`config.mk`:
```
export PLATFORM = sky130hd
export DESIGN_NAME = imm_encoder
export DESIGN_NICKNAME = d
export VERILOG_FILES = /design/src/rtl/hybrid_pkg.sv /design/src/rtl/imm_fit_check.sv /design/src/rtl/imm_encoder.sv
export SDC_FILE = /design/constraint.sdc
export NUM_CORES = 1
export LEC_CHECK = 0
export CAP_MARGIN = 20
export CORE_UTILIZATION = 25
export CTS_CLUSTER_SIZE = 10
export DETAILED_ROUTE_END_ITERATION = 6
export GPL_TIMING_DRIVEN = 0
export PLACE_DENSITY = 0.57
export SLEW_MARGIN = 25
export SYNTH_ARGS = -nofsm -noshare
export SYNTH_HDL_FRONTEND = slang
export SYNTH_SLANG_ARGS = --single-unit
```
`constraint.sdc`:
```
create_clock -name clk -period 2.43 [get_ports clk]
set_input_delay 0.486 -clock clk [delete_from_list [all_inputs] [get_ports clk]]
set_output_delay 0.486 -clock clk [all_outputs]
set_load 0.05 [all_outputs]
```
`src/rtl/hybrid_pkg.sv`:
```
// Shared types and widths for the hybrid immediate encoder.
// Long constants are split into HI/LO words around SPLIT_SHIFT.
package hybrid_pkg;

    localparam int IMM_W       = 27;
    localparam int IMM_SHORT_W = 14;
    localparam int SPLIT_SHIFT = 14;

    typedef enum logic [1:0] {
        IDLE = 2'd0,
        ONE  = 2'd1,
        HI   = 2'd2,
        LO   = 2'd3
    } state_t;

endpackage

```
`src/rtl/imm_fit_check.sv`:
```
// Combinational range check.
// Decides whether a 32-bit constant fits the 14-bit or the 27-bit immediate form.
module imm_fit_check
    import hybrid_pkg::*;
(
    input  logic [31:0] value,
    input  logic        is_signed,
    output logic        fits14,
    output logic        fits27
);

    // Bits below the 14-bit window never affect whether a value fits.
    logic unused_low;
    assign unused_low = ^value[12:0];

    // Signed forms require the dropped upper bits to replicate the sign bit.
    // Unsigned forms require those bits to be zero.
    always_comb begin
        fits14 = 1'b0;
        fits27 = 1'b0;
        if (is_signed) begin
            fits14 = (&value[31:13]) | ~(|value[31:13]);
            fits27 = (&value[31:26]) | ~(|value[31:26]);
        end else begin
            fits14 = ~(|value[31:14]);
            fits27 = ~(|value[31:27]);
        end
    end

endmodule

```
`src/rtl/imm_encoder.sv`:
```
// Streams 32-bit constants out as one or two immediate words (14-bit, 27-bit, or HI/LO split).
// Each word also carries the extender controls for that word.
module imm_encoder
    import hybrid_pkg::*;
(
    input  logic             clk,
    input  logic             rst,
    input  logic             in_valid,
    output logic             in_ready,
    input  logic [31:0]      in_value,
    input  logic             in_signed,
    output logic             out_valid,
    input  logic             out_ready,
    output logic [IMM_W-1:0] out_imm,
    output logic             out_immsrc,
    output logic             out_immext,
    output logic             out_split,
    output logic             out_last,
    output logic [7:0]       split_count
);

    state_t                 state;
    logic [IMM_SHORT_W-1:0] lo_bits;
    logic                   fits14;
    logic                   fits27;
    logic                   accept;

    imm_fit_check u_fit (
        .value     (in_value),
        .is_signed (in_signed),
        .fits14    (fits14),
        .fits27    (fits27)
    );

    assign in_ready  = (state == IDLE) | (((state == ONE) | (state == LO)) & out_ready);
    assign out_valid = (state != IDLE);
    assign accept    = in_valid & in_ready;

    // The HI word must drain before new input is taken.
    // lo_bits is captured at accept so the LO word does not depend on later in_value changes.
    always_ff @(posedge clk or posedge rst) begin
        if (rst) begin
            state       <= IDLE;
            lo_bits     <= '0;
            out_imm     <= '0;
            out_immsrc  <= 1'b0;
            out_immext  <= 1'b0;
            out_split   <= 1'b0;
            out_last    <= 1'b0;
            split_count <= 8'd0;
        end else if (state == HI) begin
            if (out_ready) begin
                state      <= LO;
                out_imm    <= {13'b0, lo_bits};
                out_immsrc <= 1'b0;
                out_immext <= 1'b0;
                out_split  <= 1'b1;
                out_last   <= 1'b1;
            end
        end else if (accept) begin
            if (fits14) begin
                state      <= ONE;
                out_imm    <= {13'b0, in_value[IMM_SHORT_W-1:0]};
                out_immsrc <= 1'b0;
                out_immext <= in_signed;
                out_split  <= 1'b0;
                out_last   <= 1'b1;
            end else if (fits27) begin
                state      <= ONE;
                out_imm    <= in_value[IMM_W-1:0];
                out_immsrc <= 1'b1;
                out_immext <= in_signed;
                out_split  <= 1'b0;
                out_last   <= 1'b1;
            end else begin
                state      <= HI;
                lo_bits    <= in_value[IMM_SHORT_W-1:0];
                out_imm    <= {9'b0, in_value[31:SPLIT_SHIFT]};
                out_immsrc <= 1'b1;
                out_immext <= 1'b0;
                out_split  <= 1'b1;
                out_last   <= 1'b0;
                if (split_count != 8'hFF) begin
                    split_count <= split_count + 8'd1;
                end
            end
        end else if ((state != IDLE) && out_ready) begin
            state <= IDLE;
        end
    end

endmodule

```
== Word level (Yosys, flattened, before mapping) ==
Index checks and enable logic that the tools add are counted.

* Register bits after elaboration: 55
* Input bits: 37
* Output and inout bits: 41
* Logic and storage cells: 72

* Add/subtract/negate cells: 1
* Equal/unequal tests: 5
* Mux-type cells: 30
* Bitwise gates (word level): 13
* Reduce and logical (&&, ||, !) cells: 15

{| class="wikitable"
|+ Operators by type and width
! operator !! number
|-
| $mux 27 || 5
|-
| $mux 1 || 19
|-
| $reduce_and 19->1 || 1
|-
| $reduce_or 19->1 || 1
|-
| $reduce_or 18->1 || 1
|-
| $mux 2 || 6
|-
| $add 8x1->8 const B || 1
|-
| $ne 8x8->1 const B || 1
|-
| $not 1->1 || 7
|-
| $reduce_and 6->1 || 1
|-
| $reduce_or 6->1 || 1
|-
| $reduce_and 5->1 || 1
|-
| $reduce_or 5->1 || 1
|-
| $eq 2x2->1 const B || 2
|-
| $or 1x1->1 || 4
|-
| $reduce_and 2->1 || 2
|-
| $reduce_and 4->1 || 1
|-
| $reduce_bool 2->1 || 2
|-
| $reduce_bool 3->1 || 1
|-
| $and 1x1->1 || 2
|-
| $eq 2x1->1 const B || 1
|-
| $logic_not 2->1 || 1
|-
| $ne 2x2->1 const B || 1
|-
| $logic_and 1x1->1 || 1
|}

== Logic depth before layout (Yosys ltp) ==
Gate-level depths: netlist of the first run.

* Word-level depth: 8
* Gate-level depth with buffers: 7
* Depth with buffers taken out: 6

== Cells and area by module ==
A second synthesis of the first run with hierarchy kept.

* Cells, all modules: 248
* Area, all modules: 2,663.8 um^2

{| class="wikitable"
|+ By module, submodules not included
! module !! instances !! cells an instance !! area an instance (um^2)
|-
| imm_encoder || 1 || 230 || 2,555.0
|-
| imm_fit_check || 1 || 18 || 108.9
|}

== Least setup slack after synthesis of the first run ==
Ideal clock, no wire load.

* Path kind: input to register
* Start: input in_value[27]
* End: register split_count[6]
* Library setup time: 125 ps
* Data arrival time: 2,080 ps
* Data required time: 2,305 ps
* Path slack: 225 ps
* Cell stages on the path: 6
* Path through: or4_4 -> a211oi_4 -> nor3b_1 -> buf_2 -> nand4_1 -> mux2_2

* Longest elaborated chain between the ends: 6

{| class="wikitable"
|+ RTL lines
! item !! RTL line !! RTL
|-
| start: declaration || imm_encoder.sv:10 || <nowiki>input logic [31:0] in_value,</nowiki>
|-
| $reduce_or 19->1 / $reduce_or 6->1 (equally long branches) || imm_fit_check.sv:22, imm_fit_check.sv:23 ||
|-
| $not 1->1 (on tied branches) || imm_fit_check.sv:22, imm_fit_check.sv:23 ||
|-
| $or 1x1->1 (on tied branches) || imm_fit_check.sv:22, imm_fit_check.sv:23 ||
|-
| $mux 1 || imm_fit_check.sv:21 || <nowiki>if (is_signed) begin</nowiki>
|-
| $not 1->1 (no source line) || -- ||
|-
| $reduce_and 5->1 (no source line) * || -- ||
|-
| end signal: assignment || imm_encoder.sv:84 || <nowiki>split_count <= split_count + 8'd1;</nowiki>
|-
| end: declaration || imm_encoder.sv:19 || <nowiki>output logic [7:0] split_count</nowiki>
|}

Every way passes the cells marked *; elsewhere a longest branch is shown, timed or not.
A chain may end at the register's enable or synchronous reset.

== Final worst setup path of the first run ==
* Start: input out_ready
* End: output in_ready

* Longest elaborated chain between the ends: 2

{| class="wikitable"
|+ RTL lines
! item !! RTL line !! RTL
|-
| start: declaration || imm_encoder.sv:13 || <nowiki>input logic out_ready,</nowiki>
|-
| $and 1x1->1 || imm_encoder.sv:35 || <nowiki>assign in_ready = (state == IDLE) | (((state == ONE) | (state == LO)) & out_ready);</nowiki>
|-
| $or 1x1->1 || imm_encoder.sv:35 ||
|-
| end: declaration || imm_encoder.sv:9 || <nowiki>output logic in_ready,</nowiki>
|}

No other way between the ends.

==> results of run 1 <==
-- cells in the final DEF, fill, tap and decap left out, types with 2 or more instances in the layout --
cell type,n
sky130_fd_sc_hd__buf_4,5
sky130_fd_sc_hd__clkbuf_8,5
sky130_fd_sc_hd__a32o_1,14
sky130_fd_sc_hd__nor2_1,33
sky130_fd_sc_hd__dlymetal6s2s_1,4
sky130_fd_sc_hd__a21oi_1,17
sky130_fd_sc_hd__nand4_1,7
sky130_fd_sc_hd__o21ai_0,2
sky130_fd_sc_hd__clkbuf_1,9
sky130_fd_sc_hd__xor2_1,2
sky130_fd_sc_hd__nor3_1,2
sky130_fd_sc_hd__nand2_1,35
sky130_fd_sc_hd__mux2_2,17
sky130_fd_sc_hd__nor4_1,3
sky130_fd_sc_hd__buf_6,4
sky130_fd_sc_hd__dfrtp_1,55
sky130_fd_sc_hd__inv_1,5
sky130_fd_sc_hd__nand3_1,5
sky130_fd_sc_hd__clkdlybuf4s50_1,72
sky130_fd_sc_hd__a21o_1,2
sky130_fd_sc_hd__o22a_1,4
sky130_fd_sc_hd__xnor2_1,3
sky130_fd_sc_hd__a31oi_1,16
sky130_fd_sc_hd__nand2b_1,2
-- routing by layer --
| metal | GRT usage [%] | vias to the layer above | share of wire [%] |
|---|---|---|---|
| met5 | 0 | - | 0 |
| met4 | 3.673 | 0 | 1.1 |
| met3 | 3.008 | 8 | 5.3 |
| met2 | 24.24 | 76 | 48 |
| met1 | 20.57 | 1161 | 45 |
| li1 | - | 1099 | - |
-- per-stage QoR --
| step | setup TNS (ns) | utilization, % | hold WS (ns) | setup WS, ns |
|---|---|---|---|---|
| finish | 0 | 37.45 | 0.4785 | 0.1222 |
| global route | 0 | 37.45 | 0.5045 | 0.0009168 |
| CTS | 0 | 37.16 | 0.5025 | 0.01767 |
| detailed placement | -17.85 | 35.93 | 0.4797 | -0.5095 |
| global placement | -44.76 | 35.71 | 0.4744 | -0.5128 |
| floorplan | 0 | - | 0.4814 | 0.2254 |
-- cell type report --
cell class / count / area (sq um) / area share (%)
Buffer: 15 / 91.34 / 2.461
Clock buffer: 5 / 68.82 / 1.854
Clock inverter: 3 / 23.77 / 0.6406
Inverter: 6 / 25.02 / 0.6743
Multi-Input combinational cell: 179 / 1130 / 30.44
Sequential cell: 55 / 1376 / 37.09
Tap cell: 133 / 166.4 / 4.484
Timing Repair Buffer: 82 / 829.5 / 22.35
-- registers in the layout, summed over array words and instances, names as in the netlist --
| signal | flops |
|---|---|
| out_immext | 1 |
| out_last | 1 |
| state | 2 |
| split_count | 8 |
| out_immsrc | 1 |
| out_imm | 27 |
| lo_bits | 14 |
| out_split | 1 |
-- critical path, cell delays in order --
cell                              delay (ns)
sky130_fd_sc_hd__clkdlybuf4s50_1        0.55
sky130_fd_sc_hd__nand2_1                0.15
sky130_fd_sc_hd__nand2_1                0.10
sky130_fd_sc_hd__dlygate4sd2_1          0.53
-- power groups by stage --
stage                     Sequential, mW  Combinational, mW  Clock, mW
final                               1.51               2.34      0.542
after global routing                1.56               2.51      0.596
after CTS                           1.51               2.36      0.558
after detailed placement            1.53               2.35          0
after global placement              1.52               2.32          0
after floorplan                     2.21              0.849          0
-- final timing paths --
kind	end	start
worst min-delay path	out_imm[25]$_DFFE_PP0P_	rst
max in group asynchronous	out_imm[7]$_DFFE_PP0P_	rst
worst max-delay path	in_ready	out_ready
worst max register to register	out_imm[7]$_DFFE_PP0P_	state[1]$_DFFE_PP0P_
worst min register to register	out_imm[26]$_DFFE_PP0P_	out_imm[26]$_DFFE_PP0P_
min in group clk	out_imm[26]$_DFFE_PP0P_	out_imm[26]$_DFFE_PP0P_
-- what timing repair did --
action | in CTS | in global routing
gates resized for setup | 3 | 7
setup endpoints to repair | 19 | 26
hold buffers | 0 | 0
gates cloned | 0 | 0
setup buffers | 3 | 1
pin swaps | 1 | 2
hold endpoints to repair | 0 | 0
-- logic make-up (layout without fill, tap and decap cells) --
group / Yosys count / in the layout / share of synthesized area, %
mux: 17 / 17 / 7.359
flops: 55 / 55 / 52.91
simple gates: 94 / 94 / 15.97
buf+inv: 21 / 111 / 4.136
compound gates: 62 / 62 / 17.46
xor+xnor: 5 / 5 / 1.684
fa+ha+maj: 1 / 1 / 0.4809
==> out/metrics.yaml, run 1 <==
cells_and_area:
  finished_cell_area_sq_um: 3711
  layoutNonFillerInstCount: 478
  diodes: 0
  design.final.nets: 382
  fill_cells: 1032
  area_growth_pct: 42.66
  layout-drive-gt1-share_pct: 13.04
logic_synthesis:
  part_of_the_yosys_area_used_for_sequential_elements_pct: 52.91
  post-synth-top-area-cell: "sky130_fd_sc_hd__dfrtp_1"
  synthArstFlopShare_pct: 100.0
  syn-num-nets: 293
  synth.top_cells.by_count: "55 x sky130_fd_sc_hd__dfrtp_1, 35 x sky130_fd_sc_hd__nand2_1, 34 x sky130_fd_sc_hd__nor2_1, 17 x sky130_fd_sc_hd__a21oi_1, 17 x sky130_fd_sc_hd__mux2_2"
  ys_ff_latch: 55
  mean_post_synth_cell_area_sq_um: 10.20
  number_of_different_library_cells_in_the_post_synthesis_netlist: 36
  yosysTopAreaCellShare_pct: 52.91
  synth_area_leaders: "sky130_fd_sc_hd__dfrtp_1 53%, sky130_fd_sc_hd__mux2_2 7.4%, sky130_fd_sc_hd__a32o_1 5.4%, sky130_fd_sc_hd__nand2_1 5.1%, sky130_fd_sc_hd__nor2_1 4.9%"
  post_synth_inst_count: 255
  synth_edf_count: 0
  ys.flop_type: "sky130_fd_sc_hd__dfrtp_1"
  synth.most_common_cell: "sky130_fd_sc_hd__dfrtp_1"
  ys.warnings.count: 0
  synthesis.area_sq_um: 2601
placed_design:
  place_inst: 466
  post-dp-hpwl_microns: 5911
  finalWeightedCongestion: 0.7552
  place_area_sq_um: 3561
  port_buffers: 77
clock_tree:
  clock-sinks: 55
  tritoncts_clock_tree: "built"
  path_clk_slew_ns: 0.12
  clockRootBuffer: "sky130_fd_sc_hd__clkbuf_8"
  tritoncts.num_buffers: 5
  cts_max_level: 2
  clock_path_buffers: 2
  insertion_delay_ns: 0.32
power:
  power_per_cell_area_nw_per_um2: 1184
  power_switching_share_pct: 46.96
  p_switching_mw: 2.063
  comb_power_share_pct: 53.3
  power_leakage_nw: 1.551
  report.power.total_mw: 4.393
  clkPwrFrac_pct: 12.3
  internal_power_mw: 2.330
  ir_worst_vdd_mv: 0.8077
  power.sequential.fraction_pct: 34.4
routing:
  detail_route.drc_violations: 0
  route.final.wire_length_microns: 7931
  final_antenna_net_count: 0
  drt_pre_antenna_iters: 4
  post_drt_via_cell_ratio: 4.904
  overall_via_count_from_detail_route: 2344
  wire_per_inst_microns: 16.59
  drtIter0Drc: 139
sta:
  skew_ns: 0.01520
  max_clock_freq_mhz: 433.3
  slew_viol_final: 0
  grt_setup_unrepaired: "false"
  final.min_clock_period_ns: 2.308
  slew_headroom_pct: 57.29
  timing.final.setup_violations: 0
  post-route-period-util_pct: 94.97
  worst_max_slew_pin_slew_ns: 0.6347
  finalHoldViolCount: 0
floorplanning:
  dieHeight_microns: 104.0
  std_cell_rows: 36
  fp.coreArea_sq_um: 9910
  die_outline_area_sq_um: 10820
  start_util_pct: 26.25
  die_x_microns: 104.0
  boundaryPins: 78
grt:
  grt_pass1_wl_microns: 12840
  first_global_vias: 2328
  overall_overflow_remaining_after_global_route: 0
  antenna_found_initial: 0
  grt.total_usage_pct: 15.02
  maximum_number_of_pins_on_one_net_before_global_route_repair: 31
critical_path:
  crit_fanout: 4
  critPathKind: "in -> out"
  worstPathArrival_ns: 1.82
  critPathCaptureType: "output pin"
  required_time_at_the_worst_slack_endpoint_ns: 1.94
  worst-r2r-cell-count: 6
  regToRegSetupSlack_ns: 0.37
  setup.worst_path.start_class: "input pin"
job:
  max_cap_viol_count: 0
run_status:
  run_status: "finished clean"
min_path:
  hold_class: "in -> async"
No activity file was read; power rests on OpenSTA's default activity.
==> inputs of run 2 (changes only) <==
Settings changed: CELL_PAD_IN_SITES_DETAIL_PLACEMENT from default to 0, CELL_PAD_IN_SITES_GLOBAL_PLACEMENT from default to 1, PLACE_DENSITY 0.57 to 0.69.
==> run 2 against run 1 <==
Via count shrank 0.98%. Utilization fell by 0.088 points. Die area unchanged. Highest routed layer unchanged. Non-clock buffer count shrank 3. Worst setup slack got worse by 0.10 ns. Clock-buffer cell count up 2. Global-route usage is essentially flat. Sequential power hardly changed. Sequential share of layout area rose by 0.088 points. Maximum frequency down 4.2%. Critical path depth rose by 3. Wire length increased by 1.7%.
==> out/metrics.yaml, run 2 (synthesis results as in run 1) <==
run_status:
  run_status: "finished clean"
clock_tree:
  tritoncts.num_buffers: 5  # unchanged
  tritoncts_clock_tree: "built"
  path_clk_slew_ns: 0.10  # -0.02 ns
  clock-sinks: 55  # unchanged
  clockRootBuffer: "sky130_fd_sc_hd__clkbuf_8"
  insertion_delay_ns: 0.30  # -0.02 ns
  clock_path_buffers: 2  # unchanged
  cts_max_level: 2  # unchanged
  cts_hold_repair.buffers: 0  # unchanged
cells_and_area:
  fill_cells: 1028  # -0.39%
  layout.cells.most_common_list: "75 x sky130_fd_sc_hd__clkdlybuf4s50_1, 55 x sky130_fd_sc_hd__dfrtp_1, 35 x sky130_fd_sc_hd__nand2_1"
  diodes: 0  # unchanged
  area_growth_pct: 42.33
  largest_registers: "out_imm x27, lo_bits x14, split_count x8"
  layoutNonFillerInstCount: 475  # -0.63%
  largest_register_ff_count: 27  # unchanged
  layout-drive-gt1-share_pct: 13.16  # +0.11 points
  design.final.nets: 379  # -0.79%
  layout_commonest_cell: "sky130_fd_sc_hd__clkdlybuf4s50_1"
  largest-register: "out_imm"
power:
  ir_worst_vdd_mv: 0.9128  # +13%
  p_switching_mw: 2.047  # -0.80%
  power_switching_share_pct: 46.15  # -0.82 points
  comb_power_share_pct: 53.3  # about the same
  clkPwrFrac_pct: 12.8  # +0.5 points
  power.sequential.fraction_pct: 33.8  # -0.6 points
  power_per_cell_area_nw_per_um2: 1198  # +1.2%
  report.power.total_mw: 4.435  # +0.95%
  power_leakage_nw: 1.522  # -1.8%
  internal_power_mw: 2.388  # +2.5%
sta:
  finalHoldViolCount: 0  # unchanged
  timing.final.setup_violations: 0  # unchanged
  grt_setup_unrepaired: "true"
  max_clock_freq_mhz: 415.0  # -4.2%
  post-route-period-util_pct: 99.16  # +4.2 points
  skew_ns: 0.006967  # -0.008236 ns
  hold_ws_ns: 0.4585  # -0.02005 ns
  final.min_clock_period_ns: 2.410  # +0.1018 ns
  slew_headroom_pct: 54.48  # -2.8 points
  worst_max_slew_pin_slew_ns: 0.6766  # +0.04188 ns
  slew_viol_final: 0  # unchanged
routing:
  drt_pre_antenna_iters: 4  # unchanged
  post_drt_via_cell_ratio: 4.886  # -0.36%
  wire_per_inst_microns: 16.99  # +2.4%
  drtIter0Drc: 105  # -24%
  detail_route.drc_violations: 0  # unchanged
  overall_via_count_from_detail_route: 2321  # -0.98%
  final_antenna_net_count: 0  # unchanged
  route.final.wire_length_microns: 8069  # +1.7%
critical_path:
  setup.worst_path.start_class: "input pin"
  critPathCapture: "out_imm[16]$_DFFE_PP0P_"
  startpoint: "in_value[27]"
  critPathKind: "in -> reg"
  rr_startpoint: "state[0]$_DFFE_PP0P_"
  critPathCaptureType: "flop"
  required_time_at_the_worst_slack_endpoint_ns: 2.63  # +0.69 ns
  worstPathArrival_ns: 2.61  # +0.79 ns
  crit_fanout: 19  # +15
  reg2reg_to: "split_count[1]$_DFFE_PP0P_"
  regToRegSetupSlack_ns: 0.33  # -0.04 ns
  worst-r2r-cell-count: 5  # -1
floorplanning:
  boundaryPins: 78  # unchanged
  dieHeight_microns: 104.0  # unchanged
  die_x_microns: 104.0  # unchanged
  fp.coreArea_sq_um: 9910  # unchanged
  die_outline_area_sq_um: 10820  # unchanged
  start_util_pct: 26.25  # unchanged
  std_cell_rows: 36  # unchanged
grt:
  grt_pass1_wl_microns: 12760  # -0.64%
  first_global_vias: 2330  # +0.086%
  antenna_found_initial: 0  # unchanged
  grt.total_usage_pct: 15.03  # about the same
  maximum_number_of_pins_on_one_net_before_global_route_repair: 39  # +26%
  overall_overflow_remaining_after_global_route: 0  # unchanged
placed_design:
  finalWeightedCongestion: 0.8077  # +7.0%
  port_buffers: 77  # unchanged
  post-dp-hpwl_microns: 5925  # +0.23%
  place_inst: 466  # unchanged
min_path:
  hold_class: "in -> async"
job:
  max_cap_viol_count: 0  # unchanged
-- run 2: changes by cell type in the layout (fill, tap and decap cells not counted) --
cell and delta:
sky130_fd_sc_hd__inv_8 -1, sky130_fd_sc_hd__clkbuf_1 -3, sky130_fd_sc_hd__buf_6 +1, sky130_fd_sc_hd__clkbuf_2 +2, sky130_fd_sc_hd__clkbuf_8 +2, sky130_fd_sc_hd__dlymetal6s2s_1 -3, sky130_fd_sc_hd__clkinv_2 -1, sky130_fd_sc_hd__clkdlybuf4s50_1 +3
sky130_fd_sc_hd__buf_4 -3
-- run 2: worst min-delay path by stage --
stage | cells past startpoint | end | start
after global routing | 2 | out_imm[11]$_DFFE_PP0P_ | rst
final | 2 | out_imm[11]$_DFFE_PP0P_ | rst
after global placement | 1 | out_imm[15]$_DFFE_PP0P_ | out_imm[15]$_DFFE_PP0P_
after floorplan | 1 | lo_bits[0]$_DFFE_PP0P_ | lo_bits[0]$_DFFE_PP0P_
after detailed placement | 1 | out_imm[23]$_DFFE_PP0P_ | out_imm[23]$_DFFE_PP0P_
after CTS | 2 | out_imm[11]$_DFFE_PP0P_ | rst
-- run 2: layout make-up --
class | count | area, sq um | share of cell area, %
Multi-Input combinational cell | 179 | 1130 | 30.52
Clock buffer | 7 | 96.34 | 2.602
Timing Repair Buffer | 80 | 807.0 | 21.80
Clock inverter | 1 | 7.507 | 0.2028
Buffer | 14 | 93.84 | 2.535
Sequential cell | 55 | 1376 | 37.17
Inverter | 6 | 25.02 | 0.6759
Tap cell | 133 | 166.4 | 4.495
-- run 2: power groups by stage --
| stage | clock [mW] | combinational, mW | sequential (mW) |
|---|---|---|---|
| 2_1_floorplan | 0 | 0.849 | 2.21 |
| 3_3_place_gp | 0 | 2.33 | 1.51 |
| 4_1_cts | 0.586 | 2.36 | 1.50 |
| 3_5_place_dp | 0 | 2.36 | 1.52 |
| 6_report | 0.569 | 2.37 | 1.50 |
| 5_1_grt | 0.625 | 2.51 | 1.55 |
-- run 2: timing repair --
action                                  CTS  global route
endpoints found under the setup margin   24            11
gates resized for setup                   2            11
setup buffers                             2             0
pin swaps                                 1             2
-- run 2: per-layer routing --
| metal | vias to the layer above | global-route usage, % | share of wire [%] |
|---|---|---|---|
| met2 | 73 | 24.24 | 48 |
| met5 | - | 0 | 0 |
| li1 | 1089 | - | - |
| met1 | 1155 | 20.59 | 46 |
| met3 | 4 | 3.133 | 6.1 |
| met4 | 0 | 3.469 | 0.76 |
-- run 2: stage by stage --
stage | TNS, ns | utilization [%] | cell area, sq um | setup slack, ns
after global routing | -0.07112 | 37.36 | 3702 | -0.03095
after detailed placement | -17.41 | 35.93 | 3561 | -0.4795
after CTS | 0 | 37.17 | 3684 | 0.02936
after floorplan | 0 | - | 2601 | 0.2254
after global placement | -45.93 | 35.71 | 3538 | -0.5177
final | 0 | 37.36 | 3702 | 0.02043
-- run 2: worst max-delay path: stages --
cell and delay (ns):
sky130_fd_sc_hd__clkdlybuf4s50_1 0.46, sky130_fd_sc_hd__or4_4 0.58, sky130_fd_sc_hd__a211oi_4 0.34, sky130_fd_sc_hd__nor2_1 0.12, sky130_fd_sc_hd__buf_6 0.18, sky130_fd_sc_hd__o22a_1 0.18
sky130_fd_sc_hd__a32o_1 0.25
==> inputs of run 3 (changes only) <==
Settings changed: ABC_AREA from default to 1, PLACE_DENSITY 0.69 to 0.7.
==> run 3 against run 2 <==
Combinational power rose by 14%. Design area up 10%. Area after synthesis is 13% higher. Largest cell class unchanged. Largest power group unchanged.
==> out/metrics.yaml, run 3 <==
grt:
  overall_overflow_remaining_after_global_route: 0  # unchanged
  first_global_vias: 2778  # +19%
  maximum_number_of_pins_on_one_net_before_global_route_repair: 32  # -18%
  grt.total_usage_pct: 14.70  # -0.33 points
  grt_pass1_wl_microns: 14410  # +13%
  antenna_found_initial: 0  # unchanged
routing:
  route.final.wire_length_microns: 8713  # +8.0%
  drtIter0Drc: 143  # +36%
  detail_route.drc_violations: 0  # unchanged
  wire_per_inst_microns: 13.99  # -18%
  post_drt_via_cell_ratio: 4.512  # -7.7%
  final_antenna_net_count: 0  # unchanged
  overall_via_count_from_detail_route: 2811  # +21%
  drt_pre_antenna_iters: 4  # unchanged
clock_tree:
  insertion_delay_ns: 0.29  # about the same
  cts_hold_repair.buffers: 0  # unchanged
  tritoncts.num_buffers: 5  # unchanged
  cts_max_level: 2  # unchanged
  clockRootBuffer: "sky130_fd_sc_hd__clkbuf_16"
  post_cts_setup_buffers: 0  # -2
  tritoncts_clock_tree: "built"
  path_clk_slew_ns: 0.08  # -0.02 ns
  clock_path_buffers: 2  # unchanged
  clock-sinks: 55  # unchanged
run_status:
  run_status: "finished clean"
critical_path:
  critPathKind: "in -> out"
  crit_fanout: 3  # -16
  setup.worst_path.start_class: "input pin"
  required_time_at_the_worst_slack_endpoint_ns: 1.94  # -0.69 ns
  critical-path-slowest-cell: "sky130_fd_sc_hd__dlygate4sd2_1"
  worstPathCellList: "clkdlybuf4s50_1 > nand2_1 > nand2_1 > dlygate4sd2_1"
  worstPathArrival_ns: 1.69  # -0.92 ns
  timing.critical_path.mode_cell: "sky130_fd_sc_hd__nand2_1"
  critPathCaptureType: "output pin"
  startpoint: "out_ready"
  longest_individual_stage_delay_on_the_worst_path_ns: 0.53  # -0.05 ns
  rr_startpoint: "state[0]$_DFFE_PP0P_"
  worst-r2r-cell-count: 6  # +1
sta:
  hold_ws_ns: 0.4791  # +0.02068 ns
  grt_setup_unrepaired: "false"
  finalHoldViolCount: 0  # unchanged
  skew_ns: 0.005089  # -0.001878 ns
  post-route-period-util_pct: 89.65  # -9.5 points
  final.min_clock_period_ns: 2.179  # -0.2310 ns
  worst_max_slew_pin_slew_ns: 0.5715  # -0.1051 ns
  max_clock_freq_mhz: 459.0  # +11%
  slew_headroom_pct: 61.90  # +7.4 points
  slew_viol_final: 0  # unchanged
  timing.final.setup_violations: 0  # unchanged
cells_and_area:
  design.final.nets: 517  # +36%
  layoutNonFillerInstCount: 623  # +31%
  layout.cells.most_common_list: "120 x sky130_fd_sc_hd__nand2_1, 76 x sky130_fd_sc_hd__clkdlybuf4s50_1, 55 x sky130_fd_sc_hd__dfrtp_1"
  largest-register: "out_imm"
  fill_cells: 1213  # +18%
  area_growth_pct: 38.12
  final_core_utilization_pct: 35.50  # -1.9 points
  layout_commonest_cell: "sky130_fd_sc_hd__nand2_1"
  largest_registers: "out_imm x27, lo_bits x14, split_count x8"
  diodes: 0  # unchanged
  largest_register_ff_count: 27  # unchanged
  layout-drive-gt1-share_pct: 8.333  # -4.8 points
logic_synthesis:
  syn-num-nets: 432  # +47%
  yosys-mux-area-fraction_pct: 0  # -7.4 points
  synthesis.area_sq_um: 2948  # +13%
  part_of_the_yosys_area_used_for_sequential_elements_pct: 46.69  # -6.2 points
  ys.flop_type: "sky130_fd_sc_hd__dfrtp_1"
  post_synth_inst_count: 394  # +55%
  ys.warnings.count: 0  # unchanged
  synth_edf_count: 0  # unchanged
  synth.top_cells.by_count: "120 x sky130_fd_sc_hd__nand2_1, 55 x sky130_fd_sc_hd__dfrtp_1, 46 x sky130_fd_sc_hd__nor2_1, 40 x sky130_fd_sc_hd__inv_1, 29 x sky130_fd_sc_hd__a21oi_1"
  synthAdderAreaFrac_pct: 0.4244  # -0.057 points
  mean_post_synth_cell_area_sq_um: 7.482  # -27%
  synth-simple-area-share_pct: 32.39  # +16 points
  ys_ff_latch: 55  # unchanged
  synth_area_leaders: "sky130_fd_sc_hd__dfrtp_1 47%, sky130_fd_sc_hd__nand2_1 15%, sky130_fd_sc_hd__nor2_1 5.9%, sky130_fd_sc_hd__inv_1 5.1%, sky130_fd_sc_hd__a21oi_1 4.9%"
  combinational_family_with_the_most_area_after_synthesis: "simple AND/OR/NAND/NOR gates"
  synthArstFlopShare_pct: 100.0  # unchanged
  synth.most_common_cell: "sky130_fd_sc_hd__nand2_1"
  post-synth-top-area-cell: "sky130_fd_sc_hd__dfrtp_1"
  synth_compound_gate_area_share_pct: 9.550  # -7.9 points
  number_of_different_library_cells_in_the_post_synthesis_netlist: 29  # -19%
  yosys.area_share.xor_xnor_pct: 1.188  # -0.50 points
  yosysTopAreaCellShare_pct: 46.69  # -6.2 points
placed_design:
  place_inst: 615  # +32%
  finalWeightedCongestion: 0.8141  # +0.79%
  post-dp-hpwl_microns: 6759  # +14%
  port_buffers: 77  # unchanged
power:
  ir_worst_vdd_mv: 0.6352  # -30%
  power_per_cell_area_nw_per_um2: 1220  # +1.9%
  power_leakage_nw: 1.914  # +26%
floorplanning:
  die_outline_area_sq_um: 12230  # +13%
  fp.coreArea_sq_um: 11470  # +16%
  boundaryPins: 78  # unchanged
  start_util_pct: 25.71  # -0.54 points
  std_cell_rows: 39  # +8.3%
  die_x_microns: 110.6  # +6.3%
  dieHeight_microns: 110.6  # +6.3%
job:
  max_cap_viol_count: 0  # unchanged
min_path:
  hold_depth: 2
  hold_class: "reg -> reg"
  holdCritStartpoint: "lo_bits[13]$_DFFE_PP0P_"
run 3: cell count changes in the layout (fill, tap and decap cells not counted), moves of 13 or more:
cell / before / now
sky130_fd_sc_hd__a31oi_1: 16 / 0
sky130_fd_sc_hd__mux2_2: 17 / 0
sky130_fd_sc_hd__a32o_1: 14 / 0
sky130_fd_sc_hd__nand3_1: 5 / 23
sky130_fd_sc_hd__nand2_1: 35 / 120
sky130_fd_sc_hd__nor2_1: 33 / 46
sky130_fd_sc_hd__inv_1: 5 / 39
run 3: report_power, final:
part	internal, mW	switching, mW	total [mW]
Combinational	0.885	1.82	2.70
Sequential	1.28	0.220	1.50
Clock	0.395	0.368	0.763
Total	2.56	2.41	4.97
run 3: final cells by class:
class                      count  area [sq um]  share of cell area [%]
sequential                    55          1376                   33.80
multi-input combinational    278          1284                   31.53
timing repair buffer          78         789.5                   19.39
tap                          143         178.9                   4.395
inverter                      44         170.2                   4.179
clock buffer                   5         125.1                   3.073
buffer                        17         120.1                   2.950
clock inverter                 3         27.53                  0.6761
run 3: through the flow:
step                instance area (sq um)  worst slack, ns  power (mW)  TNS [ns]
finish                               4071           0.2514       4.969         0
global route                         4071           0.2046       5.298         0
CTS                                  4071           0.2451       5.035         0
detailed placement                   3920         -0.02659       4.258  -0.02659
global placement                     3897          -0.5541       4.224    -30.30
floorplan                            2948           0.3092       3.338         0
run 3: logic make-up after synthesis:
| kind of cell | after synthesis |
|---|---|
| adder cells (fa/ha/maj) | 1 |
| AO/OA/AOI/OAI | 53 |
| XOR/XNOR | 4 |
| flip-flops | 55 |
| AND/OR/NAND/NOR | 220 |
| buffers and inverters | 61 |
run 3: repair_timing:
item / CTS / global route
hold endpoints to repair: 0 / 0
endpoints found under the setup margin: 1 / 0
resized for setup: 1 / 0
run 3: final timing paths:
| path | to | slack [ns] |
|---|---|---|
| worst max-delay path | in_ready | 0.25 |
| worst min-delay path | lo_bits[13]$_DFFE_PP0P_ | 0.48 |
| worst max register to register | out_imm[2]$_DFFE_PP0P_ | 0.66 |
| worst min register to register | lo_bits[13]$_DFFE_PP0P_ | 0.48 |
| max in group asynchronous | out_imm[9]$_DFFE_PP0P_ | 1.44 |
| min in group asynchronous | out_imm[15]$_DFFE_PP0P_ | 0.51 |
run 3: worst max-delay path, delay by kind of cell:
kind                   cells  cell delay, ns
AND/OR/NAND/NOR            2            0.18
buffers and inverters      2            1.03
run 3: per-layer routing:
layer	global-route usage [%]	vias to the layer above	routed length (microns)	part of all wire, %
met1	20.44	1310	4133	47
met2	23.48	76	3996	46
met3	2.854	5	512	5.9
met5	0	-	0	0
met4	3.467	0	71	0.81
li1	-	1420	-	-
